<file path="src/rtl/sram_write_buffer.sv">
// ---------------------------------------------------------------------------
// sram_write_buffer
//
// Posted-write buffer between the cache controller (upstream) and the SRAM
// controller (downstream). Cache write-throughs are absorbed into a small FIFO
// and drained to SRAM in order. Reads bypass buffered writes unless they hit
// a 64-bit block that still has a pending write. In that case the read waits
// until those writes have drained.
//
// Ports:
//   clk, rst          clock; synchronous active-high reset
//   req_rd / req_wr   upstream read / write request (read held until ready)
//   req_addr          upstream byte address
//   req_wdata         upstream write data
//   req_ready         write accepted (combinational, same cycle) or
//                     read data valid (one-cycle pulse)
//   req_rdata         64-bit block returned by the last read
//   sram_rd_en        read command to the SRAM controller
//   sram_wr_en        write command to the SRAM controller
//   sram_address      command address
//   sram_write_data   command write data
//   sram_ready        SRAM command-complete pulse
//   sram_read_data    SRAM read block, valid with sram_ready
//   count             occupied FIFO entries
//   full / empty      count == DEPTH / count == 0
// ---------------------------------------------------------------------------
module sram_write_buffer #(
   parameter int DEPTH  = 4,
   parameter int ADDR_W = 32,
   parameter int DATA_W = 32
) (
   input  logic                   clk,
   input  logic                   rst,
   input  logic                   req_rd,
   input  logic                   req_wr,
   input  logic [ADDR_W-1:0]      req_addr,
   input  logic [DATA_W-1:0]      req_wdata,
   output logic                   req_ready,
   output logic [63:0]            req_rdata,
   output logic                   sram_rd_en,
   output logic                   sram_wr_en,
   output logic [ADDR_W-1:0]      sram_address,
   output logic [DATA_W-1:0]      sram_write_data,
   input  logic                   sram_ready,
   input  logic [63:0]            sram_read_data,
   output logic [$clog2(DEPTH):0] count,
   output logic                   full,
   output logic                   empty
);

   localparam int PTR_W = $clog2(DEPTH);
   localparam int CNT_W = PTR_W + 1;

   typedef enum logic [1:0] {
      IDLE  = 2'd0,
      WRITE = 2'd1,
      READ  = 2'd2
   } state_t;

   state_t state_reg, state_next;

   // Entries live in registers rather than block RAM because every entry is
   // compared against the read address in the same cycle.
   logic [ADDR_W-1:0] addr_mem [DEPTH];
   logic [DATA_W-1:0] data_mem [DEPTH];

   logic [PTR_W-1:0]  wr_ptr_reg;
   logic [PTR_W-1:0]  rd_ptr_reg;
   logic [CNT_W-1:0]  count_reg;
   logic              rd_done_reg;
   logic [63:0]       rdata_reg;
   logic [DEPTH-1:0]  block_match;

   logic push;
   logic pop;
   logic conflict;
   logic full_int;
   logic empty_int;

   genvar gi;

   assign full_int  = (count_reg == CNT_W'(DEPTH));
   assign empty_int = (count_reg == '0);

   // Fullness is judged on the registered count. A pop on the same edge
   // therefore cannot make room for this cycle's push.
   assign push = req_wr & ~full_int;
   // The head entry stays valid and visible until its write completes.
   assign pop  = (state_reg == WRITE) & sram_ready;

   // ------------------------------------------------------------------
   // Entry storage. The data path needs no reset because the per-entry
   // valid flags gate every use of it.
   // ------------------------------------------------------------------
   always_ff @(posedge clk) begin
      if (push) begin
         addr_mem[wr_ptr_reg] <= req_addr;
         data_mem[wr_ptr_reg] <= req_wdata;
      end
   end

   generate
      for (gi = 0; gi < DEPTH; gi++) begin : g_entry
         logic entry_valid_reg;

         // Push and pop never target the same slot in one cycle. A push
         // needs a non-full FIFO, and a pop needs a non-empty one.
         always_ff @(posedge clk) begin
            if (rst) begin
               entry_valid_reg <= 1'b0;
            end else if (push && (wr_ptr_reg == PTR_W'(gi))) begin
               entry_valid_reg <= 1'b1;
            end else if (pop && (rd_ptr_reg == PTR_W'(gi))) begin
               entry_valid_reg <= 1'b0;
            end
         end

         // Compare at 64-bit block granularity (ignore byte-in-block bits).
         assign block_match[gi] = entry_valid_reg &&
            (addr_mem[gi][ADDR_W-1:3] == req_addr[ADDR_W-1:3]);
      end
   endgenerate

   assign conflict = req_rd & (|block_match);

   // ------------------------------------------------------------------
   // Pointers and occupancy
   // ------------------------------------------------------------------
   always_ff @(posedge clk) begin
      if (rst) begin
         wr_ptr_reg <= '0;
         rd_ptr_reg <= '0;
         count_reg  <= '0;
      end else begin
         if (push) begin
            wr_ptr_reg <= wr_ptr_reg + 1'b1;
         end
         if (pop) begin
            rd_ptr_reg <= rd_ptr_reg + 1'b1;
         end
         case ({push, pop})
            2'b10:   count_reg <= count_reg + 1'b1;
            2'b01:   count_reg <= count_reg - 1'b1;
            default: count_reg <= count_reg;
         endcase
      end
   end

   // ------------------------------------------------------------------
   // Read return. Data is registered, so the ready pulse is registered
   // with it and coincides with valid req_rdata.
   // ------------------------------------------------------------------
   always_ff @(posedge clk) begin
      if (rst) begin
         rd_done_reg <= 1'b0;
         rdata_reg   <= '0;
      end else begin
         rd_done_reg <= (state_reg == READ) & sram_ready;
         if ((state_reg == READ) && sram_ready) begin
            rdata_reg <= sram_read_data;
         end
      end
   end

   // ------------------------------------------------------------------
   // Command FSM: one SRAM command outstanding at a time. Every command
   // returns to IDLE, which guarantees a cycle with both enables low.
   // ------------------------------------------------------------------
   always_ff @(posedge clk) begin
      if (rst) begin
         state_reg <= IDLE;
      end else begin
         state_reg <= state_next;
      end
   end

   always_comb begin
      state_next      = state_reg;
      sram_wr_en      = 1'b0;
      sram_rd_en      = 1'b0;
      sram_address    = addr_mem[rd_ptr_reg];
      sram_write_data = data_mem[rd_ptr_reg];
      case (state_reg)
         IDLE: begin
            // A read that just completed is still held by the requester
            // during its ready pulse, so it must not be re-issued. A read
            // that comes with a write is ignored.
            if (req_rd && !req_wr && !conflict && !rd_done_reg) begin
               state_next = READ;
            end else if (!empty_int) begin
               state_next = WRITE;
            end
         end
         WRITE: begin
            sram_wr_en = 1'b1;
            if (sram_ready) begin
               state_next = IDLE;
            end
         end
         READ: begin
            sram_rd_en   = 1'b1;
            sram_address = req_addr;
            if (sram_ready) begin
               state_next = IDLE;
            end
         end
         default: begin
            state_next = IDLE;
         end
      endcase
   end

   assign req_ready = push | rd_done_reg;
   assign req_rdata = rdata_reg;
   assign count     = count_reg;
   assign full      = full_int;
   assign empty     = empty_int;

endmodule

</file>
<file path="config.mk">
export PLATFORM = sky130hd
export DESIGN_NAME = sram_write_buffer
export DESIGN_NICKNAME = d
export VERILOG_FILES = /design/src/rtl/sram_write_buffer.sv
export SDC_FILE = /design/constraint.sdc
export NUM_CORES = 1
export LEC_CHECK = 0
export ABC_AREA = 1
export CAP_MARGIN = 20
export CORE_UTILIZATION = 45
export DETAILED_ROUTE_END_ITERATION = 10
export PLACE_DENSITY = 0.71
export SLEW_MARGIN = 10
export SYNTH_ARGS = -nofsm -noshare
export SYNTH_HDL_FRONTEND = slang
export SYNTH_SLANG_ARGS = --single-unit
</file>
<file path="constraint.sdc">
create_clock -name clk -period 3 [get_ports clk]
set_input_delay 0.9 -clock clk [delete_from_list [all_inputs] [get_ports clk]]
set_output_delay 0.9 -clock clk [all_outputs]
set_load 0.01 [all_outputs]
</file>
==> impl_metrics.toml, run 1 <==
[floorplan]
row_count = 65
die_h_um = 182
start_util = 0.461
coreArea_um2 = 31800
die_w_um = 182
ios = 269
dieArea_um2 = 33300

[finish]
num-nets-final = 2019
syn2layout_area_growth_pct = 35.0
drive_gt1_frac = 0.0881
final_cell_mix = "312 x nor2_1, 287 x nand2_1, 256 x edfxtp_1"
design_area_um2 = 19800
fillers = 2587
final_common_cell = "nor2_1"

[grt]
grt_overflow = 0
grt_start_max_net_pins = 73
grt.total_usage = 0.255
grt_first_pass_wirelength_um = 65300
antenna_found_initial = 2
grt_pass1_vias = 11800

[drt]
antenna_left = 0
dr.pass1.iters = 6
drt_iter0_markers = 1148
viasPerCell = 5.27
wl_um = 42900
drc = 0
dr_total_vias = 12300
wire_per_inst_um = 18.4

[min_path]
holdCritPathClass = "reg2reg"
hp-start = "req_rdata[31]"

[clocking]
path_clk_slew_ps = 60
numCtsBuffers = 36
clk_latency_ps = 520
clockBufferDepth = 3
cts_sinks = 336
htreeDepth = 2
cts_tree = "yes"
root_buffer = "clkbuf_16"

[sta]
relSlewSlack = 0.714
maxSlewViolCount = 0
clock_skew_ps = 20.3
setup_viol = 0
max_freq_ghz = 0.341
grt_setup_unrepaired = "true"
finalCritPeriodShare = 0.976
hold_viol = 0
period_needed_ps = 2930
worst_pin_slew_ps = 427

[worst_setup_path]
worst-setup-path-type = "reg2out"
startpoint_type = "flop"
reg2reg_from = "count[2]"
arrival_ps = 2030
crit_path_max_fanout = 27
cp-end-kind = "output port"
cp.required_ps = 2100

[power]
p_leak_uw = 0.00776
ir_worst_vdd_v = 0.000343
power.density_nw_per_um2 = 628
power_uw = 12400

[outcome]
run_status = "finished clean"

[run]
maxCapViolCount = 0

[synthesis]
synth_top_family_by_area = "simple AND/OR/NAND/NOR gates"
synthAdderAreaFrac = 0.0116
syn_inst = 1555
ys_seq_elements = 336
ys_warn_count = 0
synth_xor_area_frac = 0.00418
synthMuxAreaShare = 0
syn-cell-area_um2 = 14700
synth-seq-area-share = 0.634
yosys.cell_types.count = 28
syn_nets = 1701
synth-compound-area-share = 0.133
syn_area_per_cell_um2 = 9.42
yosys.area_share.simple = 0.161

[placed_design]
io_buffers = 268
dp_hpwl_um = 28200
dpl_cell_area_um2 = 18400
finalWeightedCongestion = 0.937
-- metal layers --
layer	vias up	GRT usage	wire length, µm
li1	5873	-	-
met1	5734	0.315	16800
met2	599	0.442	20900
met3	93	0.0543	3850
met4	2	0.0914	1420
met5	-	0	14
-- worst paths after layout --
check | cells after the start | to | slack (ps)
setup reg to reg | 12 | count[2] | 790
setup / recovery | 6 | sram_write_data[11] | 70
hold reg to reg | 2 | req_rdata[31] | 480
hold / removal | 2 | req_rdata[31] | 480
-- report_power, final --
group          internal [µW]  total, µW  switching [µW]
registers               5300       5430             133
logic                   1110       2490            1380
clock network           2720       4500            1780
-- cell type report --
cell class                      instances  area [µm²]  area share
Clock buffer                           47         972      0.0492
Timing Repair Buffer                  351        3640       0.184
Tap cell                              435         544      0.0275
Multi-Input combinational cell       1005        4550       0.230
Sequential cell                       336        9300       0.470
Antenna cell                            1        2.50    0.000127
Clock inverter                         14         214      0.0108
Inverter                              143         558      0.0282
-- critical path, cell delays in order, from the launching register on --
cell             delay (ps)
dfxtp_4                 370
buf_12                  140
inv_16                  120
bufbuf_16               320
o21ai_0                 100
o22ai_1                 170
clkdlybuf4s15_1         280
-- timing repair --
action / in CTS / in global routing
gates resized for setup: 83 / 25
hold buffers: 0 / 0
setup endpoints to repair: 65 / 17
gates cloned: 5 / 1
pin swaps: 0 / 2
buffers inserted: 2 / 2
-- cell families (layout without fill, tap and decap cells) --
kind of cell	count (synthesis)	in the layout
AO/OA/AOI/OAI	368	368
XOR/XNOR	7	7
adder cells (fa/ha/maj)	13	13
buffers and inverters	214	555
flip-flops	336	336
other	0	1
AND/OR/NAND/NOR	617	617
-- stage by stage --
step	hold slack, ps	worst slack (ps)	util	instances	setup TNS, ps
2_1_floorplan	437	18.1	-	1555	0
3_3_place_gp	461	-166	0.578	2260	-810
3_5_place_dp	471	-209	0.578	2260	-1550
4_1_cts	484	-208	0.621	2328	-537
5_1_grt	505	-0.921	0.622	2332	-0.921
6_report	478	70.8	0.622	2332	0
-- synth_stat cells --
library cell	number	area (µm²)
a21oi_1	60	300
a31oi_1	28	175
buf_1	5	18.8
buf_2	7	35.0
buf_4	1	7.51
clkbuf_1	56	210
clkbuf_2	2	10.0
dfxtp_1	80	1600
edfxtp_1	256	7690
fa_1	1	20.0
ha_1	12	150
inv_1	129	484
inv_2	14	52.6
nand2_1	287	1080
nand3_1	4	20.0
nand3_2	1	10.0
nand4_1	8	50.1
nor2_1	312	1170
nor3_1	3	15.0
o2111ai_1	1	8.76
o211ai_1	11	82.6
o21ai_0	228	1140
o21ai_1	2	10.0
o22ai_1	38	238
or2_0	1	6.26
or2_2	1	6.26
xnor2_1	1	8.76
xor2_1	6	52.6
Note: power is estimated with default switching activity, not from simulation.
==> run 2: changes to the inputs <==
--- a/config.mk
+++ b/config.mk
@@ -8,6 +8,7 @@
 export ABC_AREA = 1
 export CAP_MARGIN = 20
 export CORE_UTILIZATION = 45
+export CTS_CLUSTER_DIAMETER = 40
 export DETAILED_ROUTE_END_ITERATION = 10
 export PLACE_DENSITY = 0.71
 export SLEW_MARGIN = 10
==> run 2 against run 1 <==
Effect of this change: final area rose by 2.2%; hold slack got worse by 0.58 ps; first-iteration DRC count rose by 3.3%; sequential power barely moved; flip-flop and latch count did not move; maximum frequency fell by 0.29%; count of clock-buffer cells in the layout rose by 2; critical path depth did not move; routed wire length rose by 1.5%; core utilization rose by 1.3 points; sequential share of layout area fell by 0.99 points; highest routed layer is now met4.
==> impl_metrics.toml, run 2 (synthesis gave the netlist of run 1 again) <==
[power]
power_uw = 13300
p_leak_uw = 0.00809
power.density_nw_per_um2 = 659
ir_worst_vdd_v = 0.000490

[clocking]
clk_latency_ps = 550
numCtsBuffers = 44
root_buffer = "clkbuf_16"
htreeDepth = 2
hold_buffers = 0
path_clk_slew_ps = 50
cts_tree = "yes"
cts_sinks = 336
clockBufferDepth = 3

[worst_setup_path]
cp-end-kind = "output port"
cp.required_ps = 2100
reg2reg_depth = 12
worst-setup-path-type = "reg2out"
startpoint_type = "flop"
crit_path_max_fanout = 18
arrival_ps = 2040

[floorplan]
dieArea_um2 = 33300
start_util = 0.461
coreArea_um2 = 31800
row_count = 65
ios = 269
die_h_um = 182
die_w_um = 182

[outcome]
run_status = "finished clean"

[placed_design]
finalWeightedCongestion = 0.937
io_buffers = 268
dp_hpwl_um = 28200
dpl_cell_area_um2 = 18400
dp_cells = 2260

[finish]
num-nets-final = 2028
final_common_cell = "nor2_1"
drive_gt1_frac = 0.102
fillers = 2556
design_area_um2 = 20200
syn2layout_area_growth_pct = 37.9
final_cells = 2354
final_cell_mix = "312 x nor2_1, 287 x nand2_1, 256 x edfxtp_1"

[drt]
met2_length_um = 21200
highest_layer = "met4"
drt_iter0_markers = 1186
viasPerCell = 5.27
met3WireLength_um = 4030
dr_total_vias = 12400
wl_um = 43600
drc = 0
antenna_left = 0
wire_per_inst_um = 18.5
dr.pass1.iters = 6
wirelength_met1_um = 17000

[sta]
period_needed_ps = 2940
setup_viol = 0
hold_viol = 0
tns_ps = 0
holdWs_ps = 477
max_freq_ghz = 0.340
grt_setup_unrepaired = "true"
worst_pin_slew_ps = 454
clock_skew_ps = 33.6
maxSlewViolCount = 0
relSlewSlack = 0.696
finalCritPeriodShare = 0.979

[grt]
grt_overflow = 0
grt.total_usage = 0.254
antenna_found_initial = 2
grt_start_max_net_pins = 69
grt_first_pass_wirelength_um = 65200
grt_pass1_vias = 12000

[run]
maxCapViolCount = 0

[min_path]
holdCritPathClass = "reg2reg"
min_path_cells = 2
## run 2: cell types whose count changed in the layout (fill, tap and decap cells not counted), sizes merged
cell / previous run / this run
clkbuf: 54 / 58
bufbuf: 4 / 1
dlygate4sd2: 48 / 26
dlymetal6s2s: 4 / 28
clkdlybuf4s15: 6 / 4
diode: 1 / 2
inv: 144 / 149
clkinvlp: 2 / 7
buf: 79 / 80
clkinv: 6 / 15
## run 2: where the power goes
group / total (µW) / internal (µW) / switching [µW]
clock network: 5350 / 3290 / 2060
logic: 2530 / 1130 / 1400
registers: 5440 / 5300 / 136
total: 13300 / 9720 / 3590
## run 2: final timing paths
check | to | slack [ps] | start
worst max-delay path | sram_address[9] | 60 | flop
worst min register to register | req_rdata[31] | 480 | req_rdata[31]
worst max register to register | count[2] | 790 | count[2]
worst min-delay path | req_rdata[31] | 480 | req_rdata[31]
## run 2: worst max-delay path: stages (launching register included)
cell	delay, ps
dfxtp_4	390
buf_4	200
buf_12	170
a21oi_1	140
o21ai_0	140
a31oi_1	220
clkdlybuf4s15_1	260
## run 2: final cells by class
type	count	area, µm²	area share
antenna	2	5.00	0.000248
tap	435	544	0.0269
timing repair inverter	1	8.76	0.000434
clock buffer	49	1170	0.0580
inverter	143	557	0.0276
sequential	336	9300	0.460
timing repair buffer	351	3700	0.183
clock inverter	32	350	0.0173
multi-input combinational	1005	4570	0.226
## run 2: what timing repair did
| action | 4_1_cts | 5_1_grt |
|---|---|---|
| endpoints found under the setup margin | 65 | 46 |
| hold endpoints to repair | 0 | 0 |
| cloned | 3 | 5 |
| setup buffers | 1 | 3 |
| gates resized for setup | 52 | 70 |
| pin swaps | 0 | 3 |
## run 2: stage by stage
stage,setup WS (ps),util
after global placement,-166,0.578
final,62.4,0.635
after detailed placement,-209,0.578
after floorplan,18.1,-
after CTS,-199,0.629
after global routing,-45.6,0.635
## run 2: per-layer routing
metal	up-vias	track usage
met5	-	0
met4	0	0.0918
met3	87	0.0549
met2	608	0.438
met1	5791	0.313
li1	5925	-
==> run 3: changes to the inputs <==
--- a/config.mk
+++ b/config.mk
@@ -9,8 +9,10 @@
 export CAP_MARGIN = 20
 export CORE_UTILIZATION = 45
 export CTS_CLUSTER_DIAMETER = 40
+export CTS_CLUSTER_SIZE = 16
 export DETAILED_ROUTE_END_ITERATION = 10
 export PLACE_DENSITY = 0.71
+export SKIP_LAST_GASP = 1
 export SLEW_MARGIN = 10
 export SYNTH_ARGS = -nofsm -noshare
 export SYNTH_HDL_FRONTEND = slang
==> run 3 against run 2 <==
Effect of this change: the flow now finishes with violations (setup timing); global-route usage barely moved; core utilization fell by 0.22 points; first-iteration DRC count fell by 5.3%; critical path depth did not move.
==> impl_metrics.toml, run 3 (synthesis gave the netlist of run 1 again) <==
[min_path]
min_path_cells = 2
holdCritPathClass = "reg2reg"

[worst_setup_path]
worst-setup-path-type = "reg2out"
startpoint_type = "flop"
cpMostUsedCell = "o21ai_0"
reg2reg_depth = 12
cp.required_ps = 2100
arrival_ps = 2280
crit_path_max_fanout = 37
crit_slowest_cell = "clkdlybuf4s50_1"
crit_chain = "buf_16, o21ai_0, o21ai_0, nand2_1, o21ai_0, clkdlybuf4s50_1"
max_stage_delay_ps = 560
cp-end-kind = "output port"

[power]
power.density_nw_per_um2 = 652
seqPwrFrac = 0.414
p_clk_frac = 0.393
p_comb_frac = 0.193
ir_worst_vdd_v = 0.000495
swShare = 0.272
p_leak_uw = 0.00809
p_int_uw = 9560
p_switching_uw = 3570

[sta]
max_freq_ghz = 0.315
worst_pin_slew_ps = 399
clock_skew_ps = 27.4
hold_viol = 0
maxSlewViolCount = 0
grt_setup_unrepaired = "true"
tns_ps = -463
relSlewSlack = 0.733
finalCritPeriodShare = 1.06
period_needed_ps = 3180
setup_viol = 4
worst_slack_ps = -176

[drt]
dr.pass1.iters = 6
antenna_left = 0
dr_total_vias = 12300
drt_iter0_markers = 1123
wl_um = 43100
viasPerCell = 5.26
drc = 0
wire_per_inst_um = 18.3

[floorplan]
start_util = 0.461
ios = 269
coreArea_um2 = 31800
die_w_um = 182
die_h_um = 182
dieArea_um2 = 33300
row_count = 65

[placed_design]
finalWeightedCongestion = 0.937
dp_slack_ps = -209
io_buffers = 268
dp_hpwl_um = 28200

[grt]
grt_start_max_net_pins = 73
grt_overflow = 0
antenna_found_initial = 2
grt_pass1_vias = 11900
grt_first_pass_wirelength_um = 65300
grt.total_usage = 0.254

[finish]
drive_gt1_frac = 0.0937
final_common_cell = "nor2_1"
final_cell_mix = "312 x nor2_1, 287 x nand2_1, 256 x edfxtp_1"
num-nets-final = 2024
syn2layout_area_growth_pct = 37.4
final_util = 0.633

[outcome]
violations = "setup timing"
run_status = "finished, violations left"

[run]
maxCapViolCount = 0

[clocking]
cts_sinks = 336
clockBufferDepth = 3
root_buffer = "clkbuf_16"
path_clk_slew_ps = 60
numCtsBuffers = 43
htreeDepth = 2
clk_latency_ps = 540
cts_tree = "yes"
==> run 3: repair_timing <==
| item | in CTS | in global routing |
|---|---|---|
| hold endpoints to repair | 0 | 0 |
| pin swaps | 0 | 1 |
| buffers inserted | 2 | 1 |
| hold buffers | 0 | 0 |
| cloned | 3 | 2 |
| setup endpoints to repair | 65 | 43 |
| gates resized for setup | 44 | 44 |
==> run 3: final timing paths <==
path                  from               end  slack [ps]
max                   flop  sram_address[23]        -180
min          req_rdata[31]     req_rdata[31]         480
max reg2reg       count[2]          count[2]         790
min reg2reg  req_rdata[31]     req_rdata[31]         480
==> run 3: stage by stage <==
step / cell area, µm² / cells / hold slack [ps] / power, µW
floorplan: 14700 / 1555 / 437 / 6610
global placement: 18400 / 2260 / 461 / 7990
detailed placement: 18400 / 2260 / 471 / 8030
CTS: 20000 / 2343 / 483 / 13200
global route: 20100 / 2347 / 504 / 13600
finish: 20100 / 2348 / 477 / 13100
==> run 3: worst max-delay path: cells and delay by family (launching register included) <==
kind                   cells  cell delay [ps]
buffers and inverters      2              780
AO/OA/AOI/OAI              3              420
flip-flops                 1              420
AND/OR/NAND/NOR            1              140
==> run 3: routing by layer <==
| layer | track usage | vias up | share of wire |
|---|---|---|---|
| li1 | - | 5905 | - |
| met1 | 0.315 | 5761 | 0.39 |
| met2 | 0.435 | 586 | 0.49 |
| met3 | 0.0557 | 96 | 0.087 |
| met4 | 0.0958 | 0 | 0.035 |
| met5 | 0 | - | 0 |
==> run 3: layout make-up <==
type / instances / area [µm²]
Multi-Input combinational cell: 1005 / 4560
Antenna cell: 2 / 5.00
Inverter: 143 / 558
Clock inverter: 28 / 312
Timing Repair Buffer: 349 / 3720
Clock buffer: 50 / 1130
Fill cell: 2547 / 11700
Tap cell: 435 / 544
Sequential cell: 336 / 9300
==> run 3: power groups by stage <==
stage / clock, µW / combinational [µW] / sequential (µW)
finish: 5160 / 2530 / 5440
detailed placement: 0 / 2510 / 5520
global route: 5410 / 2740 / 5460
global placement: 0 / 2480 / 5510
CTS: 5230 / 2540 / 5430
floorplan: 0 / 1090 / 5530
